## src/rtl/alu_sequencer.sv

```systemverilog
// Multi-cycle fetch/decode/execute controller for an 8-bit datapath with an external ALU.
// Holds a 4x8 register file, the C/Z/N flags and a bounded-wait program fetch port.
module alu_sequencer #(
  parameter logic [7:0]  PC_RESET   = 8'h00,
  parameter int unsigned WAIT_LIMIT = 32'd16
) (
  input  logic        clock,
  input  logic        reset,
  input  logic        start,
  output logic        mem_req,
  output logic [7:0]  mem_addr,
  input  logic [7:0]  mem_rdata,
  input  logic        mem_ready,
  output logic [7:0]  alu_x,
  output logic [7:0]  alu_y,
  output logic [3:0]  alu_op,
  input  logic [15:0] alu_out,
  input  logic [3:0]  alu_flags,
  output logic [3:0]  flags_q,
  output logic [7:0]  pc,
  output logic        busy,
  output logic        halted,
  output logic        error,
  output logic        illegal,
  input  logic [1:0]  dbg_sel,
  output logic [7:0]  dbg_data
);

  typedef enum logic [2:0] {
    S_IDLE      = 3'd0,
    S_FETCH     = 3'd1,
    S_DECODE    = 3'd2,
    S_FETCH_IMM = 3'd3,
    S_EXECUTE   = 3'd4,
    S_HALT      = 3'd5
  } state_e;

  state_e      state_q, state_d;
  logic [7:0]  pc_q, pc_d;
  logic [7:0]  ir_q, ir_d;
  logic [7:0]  regs_q [4];
  logic [7:0]  regs_d [4];
  logic        c_q, c_d, z_q, z_d, n_q, n_d;
  logic [31:0] wait_q, wait_d;
  logic        error_q, error_d, illegal_q, illegal_d;
  logic        mem_req_q, mem_req_d, busy_q, busy_d, halted_q, halted_d;
  logic [7:0]  alu_x_q, alu_x_d, alu_y_q, alu_y_d;
  logic [3:0]  alu_op_q, alu_op_d;

  logic [3:0]  op_s;
  logic [1:0]  rs_s, rd_s;
  logic        imm_form_s, logic_op_s, timeout_s;
  logic [7:0]  opx_s, opy_s, res_s;
  logic        unused_s;

  assign op_s       = ir_q[7:4];
  assign rs_s       = ir_q[3:2];
  assign rd_s       = ir_q[1:0];
  assign imm_form_s = op_s[0] & (op_s <= 4'hB);
  assign logic_op_s = (op_s >= 4'h4) & (op_s <= 4'hB);
  assign timeout_s  = (WAIT_LIMIT != 32'd0) && ((wait_q + 32'd1) == WAIT_LIMIT);
  // Operands are captured on entry to EXECUTE; for immediate forms the imm byte is on mem_rdata then.
  assign opy_s      = imm_form_s ? mem_rdata : regs_q[rs_s];
  assign opx_s      = (op_s == 4'h4) ? regs_q[rs_s] :
                      (op_s == 4'h5) ? mem_rdata : regs_q[rd_s];
  assign res_s      = alu_out[7:0];
  assign unused_s   = ^{alu_out[15:8], alu_flags[3], alu_flags[1]};

  // Next-state, datapath update and registered-output decode.
  always_comb begin
    state_d   = state_q;
    pc_d      = pc_q;
    ir_d      = ir_q;
    wait_d    = wait_q;
    c_d       = c_q;
    z_d       = z_q;
    n_d       = n_q;
    error_d   = error_q;
    illegal_d = illegal_q;
    for (int i = 0; i < 4; i++) begin
      regs_d[i] = regs_q[i];
    end
    case (state_q)
      S_IDLE: begin
        if (start) begin
          state_d = S_FETCH;
        end else begin
          state_d = S_IDLE;
        end
      end
      S_FETCH, S_FETCH_IMM: begin
        if (mem_ready) begin
          wait_d = 32'd0;
          pc_d   = pc_q + 8'd1;
          if (state_q == S_FETCH) begin
            ir_d    = mem_rdata;
            state_d = S_DECODE;
          end else begin
            state_d = S_EXECUTE;
          end
        end else if (timeout_s) begin
          wait_d  = 32'd0;
          error_d = 1'b1;
          state_d = S_HALT;
        end else begin
          wait_d = wait_q + 32'd1;
        end
      end
      S_DECODE: begin
        if (imm_form_s) begin
          state_d = S_FETCH_IMM;
        end else if (op_s == 4'hD) begin
          state_d = S_HALT;
        end else if (op_s >= 4'hC) begin
          illegal_d = illegal_q | (op_s >= 4'hE);
          state_d   = S_FETCH;
        end else begin
          state_d = S_EXECUTE;
        end
      end
      S_EXECUTE: begin
        regs_d[rd_s] = res_s;
        c_d          = alu_flags[0] & ~logic_op_s;
        n_d          = alu_flags[2];
        z_d          = (res_s == 8'h00);
        state_d      = S_FETCH;
      end
      S_HALT: begin
        state_d = S_HALT;
      end
      default: begin
        state_d = S_IDLE;
      end
    endcase

    if (state_d == S_EXECUTE) begin
      alu_op_d = op_s;
      alu_x_d  = opx_s;
      alu_y_d  = opy_s;
    end else begin
      alu_op_d = alu_op_q;
      alu_x_d  = alu_x_q;
      alu_y_d  = alu_y_q;
    end
    mem_req_d = (state_d == S_FETCH) || (state_d == S_FETCH_IMM);
    busy_d    = (state_d != S_IDLE) && (state_d != S_HALT);
    halted_d  = (state_d == S_HALT);
  end

  // State and architectural registers.
  always_ff @(posedge clock or negedge reset) begin
    if (!reset) begin
      state_q   <= S_IDLE;
      pc_q      <= PC_RESET;
      ir_q      <= 8'h00;
      wait_q    <= 32'd0;
      c_q       <= 1'b0;
      z_q       <= 1'b0;
      n_q       <= 1'b0;
      error_q   <= 1'b0;
      illegal_q <= 1'b0;
      mem_req_q <= 1'b0;
      busy_q    <= 1'b0;
      halted_q  <= 1'b0;
      alu_x_q   <= 8'h00;
      alu_y_q   <= 8'h00;
      alu_op_q  <= 4'h0;
      for (int i = 0; i < 4; i++) begin
        regs_q[i] <= 8'h00;
      end
    end else begin
      state_q   <= state_d;
      pc_q      <= pc_d;
      ir_q      <= ir_d;
      wait_q    <= wait_d;
      c_q       <= c_d;
      z_q       <= z_d;
      n_q       <= n_d;
      error_q   <= error_d;
      illegal_q <= illegal_d;
      mem_req_q <= mem_req_d;
      busy_q    <= busy_d;
      halted_q  <= halted_d;
      alu_x_q   <= alu_x_d;
      alu_y_q   <= alu_y_d;
      alu_op_q  <= alu_op_d;
      for (int i = 0; i < 4; i++) begin
        regs_q[i] <= regs_d[i];
      end
    end
  end

  assign mem_req  = mem_req_q;
  assign mem_addr = pc_q;
  assign pc       = pc_q;
  assign alu_x    = alu_x_q;
  assign alu_y    = alu_y_q;
  assign alu_op   = alu_op_q;
  assign flags_q  = {1'b0, n_q, z_q, c_q};
  assign busy     = busy_q;
  assign halted   = halted_q;
  assign error    = error_q;
  assign illegal  = illegal_q;
  assign dbg_data = regs_q[dbg_sel];

endmodule

```

## config.mk

```make
export PLATFORM = sky130hd
export DESIGN_NAME = alu_sequencer
export DESIGN_NICKNAME = d
export VERILOG_FILES = /design/src/rtl/alu_sequencer.sv
export SDC_FILE = /design/constraint.sdc
export NUM_CORES = 1
export LEC_CHECK = 0
export ABC_CLOCK_PERIOD_IN_PS = 9380
export CAP_MARGIN = 20
export CORE_AREA = 2 2 107 109
export CTS_CLUSTER_SIZE = 10
export DETAILED_ROUTE_END_ITERATION = 8
export DIE_AREA = 0 0 109 111
export HOLD_SLACK_MARGIN = 0.05
export PLACE_DENSITY = 0.82
export REMOVE_ABC_BUFFERS = 1
export SLEW_MARGIN = 40
export SYNTH_ARGS = -nofsm -noshare
export SYNTH_HDL_FRONTEND = slang
export SYNTH_SLANG_ARGS = --single-unit
```

## constraint.sdc

```tcl
create_clock -name clock -period 9.38 [get_ports clock]
set_input_delay 2.345 -clock clock [delete_from_list [all_inputs] [get_ports clock]]
set_output_delay 2.345 -clock clock [all_outputs]
set_load 0.01 [all_outputs]
```

== Word-level counts from Yosys, hierarchy flattened ==
Cells that the tools add are included.

* Bits in registers: 111
* Input bits: 34
* Output and inout bits: 53
* Logic and storage cells: 90

* $add $sub $neg: 2
* Magnitude comparators: 8
* Equality and inequality tests: 14
* Muxes and demuxes: 25
* Bitwise operators: 11
* Reductions and logical operators: 11

{| class="wikitable"
|+ Operators with widths
! kind !! count
|-
| $mux W8 || 10
|-
| $mux W32 || 2
|-
| $bmux W8 S2 || 3
|-
| $add A32 B1 Y32 const B || 1
|-
| $bwmux W32 || 1
|-
| $eq A32 B5 Y1 const B || 1
|-
| $mux W3 || 6
|-
| $demux W8 S2 || 1
|-
| $pmux W3 S5 || 1
|-
| $eq A3 B3 Y1 const B || 4
|-
| $eq A3 B2 Y1 const B || 3
|-
| $ge A3 B3 Y1 const B || 3
|-
| $not A2 Y3 || 3
|-
| $add A8 B1 Y8 const B || 1
|-
| $eq A4 B3 Y1 const B || 2
|-
| $ge A4 B4 Y1 const B || 2
|-
| $logic_not A8 Y1 || 1
|-
| $eq A3 B1 Y1 const B || 2
|-
| $reduce_and A3 Y1 || 2
|-
| $eq A4 B4 Y1 const B || 1
|-
| $ge A4 B3 Y1 const B || 1
|-
| $le A4 B4 Y1 const B || 1
|-
| $not A1 Y1 || 4
|-
| $reduce_and A4 Y1 || 1
|-
| 11 further kinds || 14
|}

== Depth between registers and ports, before layout ==
Gate-level depths: netlist (run 1).

* Depth in word-level cells: 7
* Mapped depth: 12
* Gate-level depth less buffers: 9

== Worst setup path before layout (run 1) ==
OpenSTA, ideal clock, no wires.

* Path kind: input to output
* From: in dbg_sel[0]
* To: out dbg_data[0]
* Data arrival time: 3.360 ns
* Required time: 7.035 ns
* Path slack: 3.675 ns
* Stages: 2
* Buffers on the path: 1
* Path through: clkbuf_1 > mux4_2

* Cells in the longest elaborated chain, start to end: 4

{| class="wikitable"
|+ Ends and longest elaborated chain
! element !! RTL line !! RTL
|-
| start, declared || 25 || <nowiki>input logic [1:0] dbg_sel,</nowiki>
|-
| $not A2 Y3 (not written as such) || 204 || <nowiki>assign dbg_data = regs_q[dbg_sel];</nowiki>
|-
| $bmux W8 S2 || 204 ||
|-
| $mux W8 (not written as such) (2 in a row) || 204 ||
|-
| end, declared || 26 || <nowiki>output logic [7:0] dbg_data</nowiki>
|}

No other way between the ends. The select of a mux whose other input is x is not followed.

== Worst setup path after layout (run 1) ==
* From: in dbg_sel[0]
* To: out dbg_data[6]

The elaborated chain is that of the path after synthesis.

==> results.md, run 1 <==
- Outcome: completed
- Most common cell after layout, fill and taps aside: dfrtp_1
- Critical Path RT: 7040 ps
- Cell Area, Synth: 6450 um^2
- Final setup fails: 0
- Final setup TNS: 0 ps
- Most frequent cells in the layout: dfrtp_1 (111), clkdlybuf4s50_1 (74), nand2_1 (66)
- Unrepaired setup endpoints after global routing: false
- Fin Hold WS: 475 ps
- Clock-pin slew on the worst setup and hold paths: 70 ps
- Most common flop cell mapped by yosys: dfrtp_1
- Die Area: 12,100 um^2
- DR DRC count: 0
- IR drop worst, VDD: 0.201 mV
- Post-synth EDFFs: 0
- Chip height: 111 um
- Die width: 109 um
- Clock skew: 10.1 ps
- Syn_area_per_cell: 10.4 um^2
- Flop2flop setup slack: 5380 ps
- Critical path cell sequence: clkdlybuf4s50_1 > mux4_2 > clkdlybuf4s50_1
- # hold bufs at CTS: 0
- Buffer and inverter count on the worst path: 2
- Fin. Hold Viols: 0
- Longest Clk Path Bufs: 2
- Vias in the first global route: 5,051
- Initial Util: 0.582
- TritonCTS buffer count: 9
- Final Non-Filler Cells: 806
- Max-cap violations: 0
- Critical path's slowest cell: clkdlybuf4s50_1
- Inst Count DP: 792
- WS Path Type: in -> out
- Worst-skew pair later-pin latency: 360 ps
- CTS HTree Levels: 3
- Total number of yosys warnings: 0
- Post-DP HPWL: 11.0 mm
- N_diodes: 0
- DR vias/cell: 6.46
- DR iter-0 viols: 537
- # resized after CTS: 0
- Grt total ovfl: 0
- IO buf count: 75
- Cell mode on critical path: clkdlybuf4s50_1
- Largest net degree at the start of global routing: 64
- IO Count: 87
- Sequential share of the synthesized area: 0.431
- Filler cells: 822
- Critical path endpoint category: output pin
- Library cells used by synthesis: 65
- Post CTS Setup Buffer Count: 0
- Area Overhead vs Synth: 15.1%
- Worst slew pin tran: 831 ps
- Slew Viols, Final: 0
- Normalized max-slew margin: 0.442
- Min Tclk post-route: 6640 ps
- Setup crit start kind: primary input
- Detailed Route WL: 15.8 mm
- Core ar.: 11,100 um^2
- Critical Path Fanout Max: 8
- Fmax: 151 MHz
- Layout cell share with drive strength beyond 1: 0.157
- Crit-path max cell delay: 840 ps
- Synth async-reset ratio: 1.00
- CTS Root Cell: clkbuf_16
- CTS tree: done
- Crit path DAT: 4290 ps
- # nets final: 698
- Mapped Cells: 619
- Yosys reg bits: 111
- PwrDens: 297 nW/um^2
- # clock sinks: 111
- First-pass GRT wire length: 25.9 mm
- Cell Rows: 39
- Initial antenna violation count: 0
- GRT Total Usage: 0.276
- Routed via count: 5,203
- Min-Delay Path Class: reg -> reg
- P_leak: 0.00302 uW
- WL/cell: 19.6 um
- Crit path max-delay family: buffers and inverters
- Final Cycle Share: 0.708
- Routability congestion estimate: 0.905
- Pre-antenna DRT Iters: 5
- Antenna viol nets, final: 0
[worst paths after layout]
path / start / endpoint / cells after the start
worst min register to register: error / error / 1
max in group asynchronous: reset / wait_q[13] / 2
worst min-delay path: error / error / 1
worst max register to register: wait_q[3] / wait_q[18] / 9
min in group asynchronous: reset / wait_q[11] / 1
worst max-delay path: dbg_sel[0] / dbg_data[6] / 3
[area by class of cell]
cell class	instances	area, um^2	share of cell area
Sequential cell	111	2780	0.374
Clock inverter	4	33.8	0.00455
Multi-Input combinational cell	443	3350	0.451
Tap cell	143	179	0.0241
Clock buffer	10	229	0.0308
Timing Repair Buffer	82	805	0.108
Inverter	13	48.8	0.00657
[worst reg2reg max path: cells and delay by family, from the launching register on]
| kind | cells | cell delay, ps |
|---|---|---|
| and+or+nand+nor | 5 | 2280 |
| AOI/OAI and AO/OA | 3 | 860 |
| buffers and inverters | 1 | 270 |
| DFF | 1 | 460 |
[metal layers]
layer	part of all wire	wire (um)	up-vias	track usage
met5	0	0	-	0
met4	0.018	292	0	0.0778
met3	0.069	1090	29	0.0658
met2	0.50	7940	234	0.446
met1	0.41	6460	2569	0.373
li1	-	-	2371	-
[registers in the layout, summed over array words and instances (netlist names), 3 cells and up]
| signal | cells |
|---|---|
| state_q | 3 |
| wait_q | 32 |
| alu_x | 8 |
| ir_q | 8 |
| alu_y | 8 |
| alu_op | 4 |
| regs_q | 32 |
| mem_addr | 8 |
[report_power, final]
part | leakage [uW] | internal, uW | switching [uW]
Combinational | 0.00148 | 539 | 418
Sequential | 0.00142 | 652 | 237
Clock | 0.000119 | 179 | 177
Total | 0.00302 | 1370 | 832
[cells by family (layout without fill, tap and decap cells)]
family | count (synthesis) | in the layout | share of synthesized area
xor gates and xnor gates | 16 | 16 | 0.0217
other | 1 | 1 | 0.000582
adders and majority gates | 4 | 4 | 0.00776
AOI/OAI and AO/OA | 121 | 121 | 0.127
buffers and inverters | 65 | 109 | 0.0501
and+or+nand+nor | 213 | 213 | 0.171
muxes | 88 | 88 | 0.192
DFF | 111 | 111 | 0.431
[metrics by stage]
| stage | util | area [um^2] | power [uW] | worst slack, ps |
|---|---|---|---|---|
| 2_1_floorplan | - | 6170 | 1420 | 4180 |
| 3_3_place_gp | 0.646 | 7160 | 1800 | 2740 |
| 3_5_place_dp | 0.646 | 7160 | 1840 | 2740 |
| 4_1_cts | 0.670 | 7420 | 2210 | 2710 |
| 5_1_grt | 0.670 | 7420 | 2340 | 2620 |
| 6_report | 0.670 | 7420 | 2200 | 2740 |
[cell usage after synthesis (4+ instances only)]
cell      instances  area (um^2)
dfrtp_1         111         2780
nand2_1          66          248
mux2_2           44          495
o21ai_0          40          200
nor2_1           36          135
clkbuf_1         25         93.8
mux4_2           24          541
nand3_1          22          110
a21oi_1          20          100
mux2i_1          20          200
nand4_1          18          113
buf_4            17          128
nor3_1           14         70.1
inv_1            13         48.8
xnor2_1          13          114
nor4_1            8         50.1
or3_1             7         43.8
a21o_1            6         45.0
and3_1            6         37.5
buf_2             6         30.0
nand3b_1          6         45.0
a211oi_1          5         37.5
a22o_1            5         43.8
a31oi_1           5         31.3
and4_1            5         43.8
or4_1             5         37.5
a31o_2            4         35.0
and2_1            4         25.0
ha_1              4         50.1
o211ai_1          4         30.0
o22ai_1           4         25.0
No activity file was read; power rests on OpenSTA's default activity.
==> inputs of run 2 (changes only) <==
Settings changed: ABC_CLOCK_PERIOD_IN_PS 9380 to 6950, CORE_AREA 2 2 107 109 to 2 2 111 113, DIE_AREA 0 0 109 111 to 0 0 113 115, PLACE_DENSITY 0.82 to 0.77.
Clock period 9.38 ns to 6.95 ns, I/O delays scaled along.
==> run 2 against run 1 <==
Effect of this change:
- flip-flop and latch count is the same
- the flow now finishes with violations (DRC)
- highest routed layer unchanged
- die area is 7.4% higher
- critical path type unchanged
- clock skew fell by 0.79 ps
- sequential share of layout area is 0.29 points lower
- largest cell class unchanged
- core utilization shrank 3.7 points
==> results.md, run 2 (synthesized netlist as in run 1, its figures left out) <==
- Critical path endpoint category: output pin
- Most common cell after layout, fill and taps aside: dfrtp_1
- Fmax: 184 MHz
- Die width: 113 um (+3.7%)
- Failing checks: DRC
- P_leak: 0.00306 uW (+1.1%)
- IR drop worst, VDD: 0.248 mV (+23%)
- Normalized max-slew margin: 0.448 (+0.00653)
- Detailed Route WL: 15.9 mm (+0.55%)
- Antenna viol nets, final: 0 (unchanged)
- WL met3: 937 um (-14%)
- Fin. Hold Viols: 0 (unchanged)
- Max-cap violations: 0 (unchanged)
- Met1 wire length: 6.81 mm (+5.3%)
- IO buf count: 75 (unchanged)
- Combinational Power Share: 0.428 (-0.007)
- # resized after CTS: 0 (unchanged)
- Min Tclk post-route: 5430 ps
- Reg power frac: 0.395 (-0.009)
- Unrepaired setup endpoints after global routing: false
- # clock sinks: 111 (unchanged)
- GRT Total Usage: 0.257 (-0.0192)
- Clock-pin slew on the worst setup and hold paths: 70 ps (about the same)
- Top Layer Used: met4
- Cell-internal power: 1900 uW (+39%)
- Core ar.: 11,800 um^2 (+6.6%)
- PwrDens: 404 nW/um^2 (+36%)
- DR iter-0 viols: 507 (-5.6%)
- Initial antenna violation count: 0 (unchanged)
- Area Overhead vs Synth: 16.0%
- Worst Setup SP: dbg_sel[0]
- Final Cycle Share: 0.781
- Slew Viols, Final: 0 (unchanged)
- Cell Rows: 40 (+2.6%)
- Critical Path RT: 5210 ps (-1830 ps)
- Flop2flop setup slack: 2970 ps (-2410 ps)
- Switching part of the total: 0.372 (-0.00581)
- Critical Path Fanout Max: 8 (unchanged)
- Vias in the first global route: 5,150 (+2.0%)
- Pre-antenna DRT Iters: 9 (+4)
- Worst-skew pair later-pin latency: 360 ps (about the same)
- Worst reg2reg startpoint: wait_q[4]
- # nets final: 699 (+0.14%)
- FF-to-FF End: wait_q[18]
- Largest registers: regs_q x32, wait_q x32
- Initial Util: 0.546 (-0.0362)
- End of the critical path: dbg_data[4]
- WL/cell: 19.5 um (-0.31%)
- DR DRC count: 4 (+4)
- CTS tree: done
- Clock power frac: 0.177 (+0.015)
- Worst slew pin tran: 821 ps (-9.72 ps)
- # hold bufs at CTS: 0 (unchanged)
- Largest net degree at the start of global routing: 64 (unchanged)
- Crit path DAT: 3690 ps (-600 ps)
- Post CTS Setup Buffer Count: 0 (unchanged)
- TritonCTS buffer count: 9 (unchanged)
- Outcome: finished with violations
- Post-DP HPWL: 11.1 mm (+0.39%)
- DR vias/cell: 6.26 (-3.0%)
- Chip height: 115 um (+3.6%)
- Longest Clk Path Bufs: 2 (unchanged)
- Routability congestion estimate: 0.851 (-6.0%)
- Final setup TNS: 0 ps (unchanged)
- Final setup fails: 0 (unchanged)
- Net Switching: 1130 uW (+35%)
- First-pass GRT wire length: 26.4 mm (+1.9%)
- Filler cells: 927 (+13%)
- CTS Root Cell: clkbuf_16
- CTS HTree Levels: 3 (unchanged)
- Layout cell share with drive strength beyond 1: 0.161 (+0.00380)
- Met2 WL post-DR: 7.82 mm (-1.6%)
- N_diodes: 0 (unchanged)
- Routed via count: 5,092 (-2.1%)
- Setup crit start kind: primary input
- Most frequent cells in the layout: dfrtp_1 (111), clkdlybuf4s50_1 (74), nand2_1 (66)
- Grt total ovfl: 0 (unchanged)
- Die Area: 13,000 um^2 (+7.4%)
- PnR Total Power: 3030 uW (+37%)
- WS Path Type: in -> out
- Clock skew: 9.26 ps (-0.794 ps)
- IO Count: 87 (unchanged)
- Reg2Reg Depth: 9 (unchanged)
- Min-Delay Path Class: reg -> reg
[run 2: cell count changes in the layout (fill, tap and decap cells not counted), sizes merged]
cell | previous run | this run
buf | 8 | 9
clkbuf | 10 | 11
clkinvlp | 3 | 1
bufinv | 0 | 1
clkinv | 0 | 2
[run 2: worst min-delay path by stage]
stage | cells after the start | slack [ps] | endpoint | startpoint
final | 2 | 480 | alu_y[3] | alu_y[3]
after global routing | 2 | 510 | alu_y[1] | alu_y[1]
after CTS | 2 | 490 | alu_y[3] | alu_y[3]
after detailed placement | 2 | 470 | alu_y[3] | alu_y[3]
after global placement | 1 | 460 | illegal | illegal
after floorplan | 1 | 490 | error | error
[run 2: power groups by stage]
stage	Sequential (uW)	Clock, uW	Combinational [uW]
6_report	1190	537	1300
5_1_grt	1240	571	1400
4_1_cts	1190	551	1300
3_5_place_dp	1210	0	1290
3_3_place_gp	1180	0	1260
2_1_floorplan	1150	0	769
[run 2: area by class of cell]
cell class              count  area (um^2)  share of cell area
multi-input cells         443         3350               0.448
flip-flops and latches    111         2780               0.371
repair buffers             83          812               0.109
clock buffers              11          243              0.0324
well taps                 147          184              0.0246
clock inverters             5         66.3             0.00886
inverters                  13         48.8             0.00652
[run 2: through the flow]
stage / std cells / area [um^2] / hold slack (ps) / utilization / setup WS [ps]
after floorplan: 567 / 6170 / 493 / - / 2970
after global placement: 797 / 7170 / 459 / 0.607 / 1520
after detailed placement: 797 / 7170 / 469 / 0.607 / 1490
after CTS: 813 / 7480 / 486 / 0.633 / 1480
after global routing: 813 / 7480 / 513 / 0.634 / 1420
final: 813 / 7480 / 482 / 0.634 / 1520
[run 2: critical path, cell delays in order]
cell and delay [ps]:
clkdlybuf4s50_1 850, mux4_2 610, clkdlybuf4s50_1 500
[run 2: layer usage]
metal / up-vias / GRT usage
li1: 2371 / -
met1: 2522 / 0.348
met2: 179 / 0.418
met3: 20 / 0.0580
met4: 0 / 0.0797
met5: - / 0
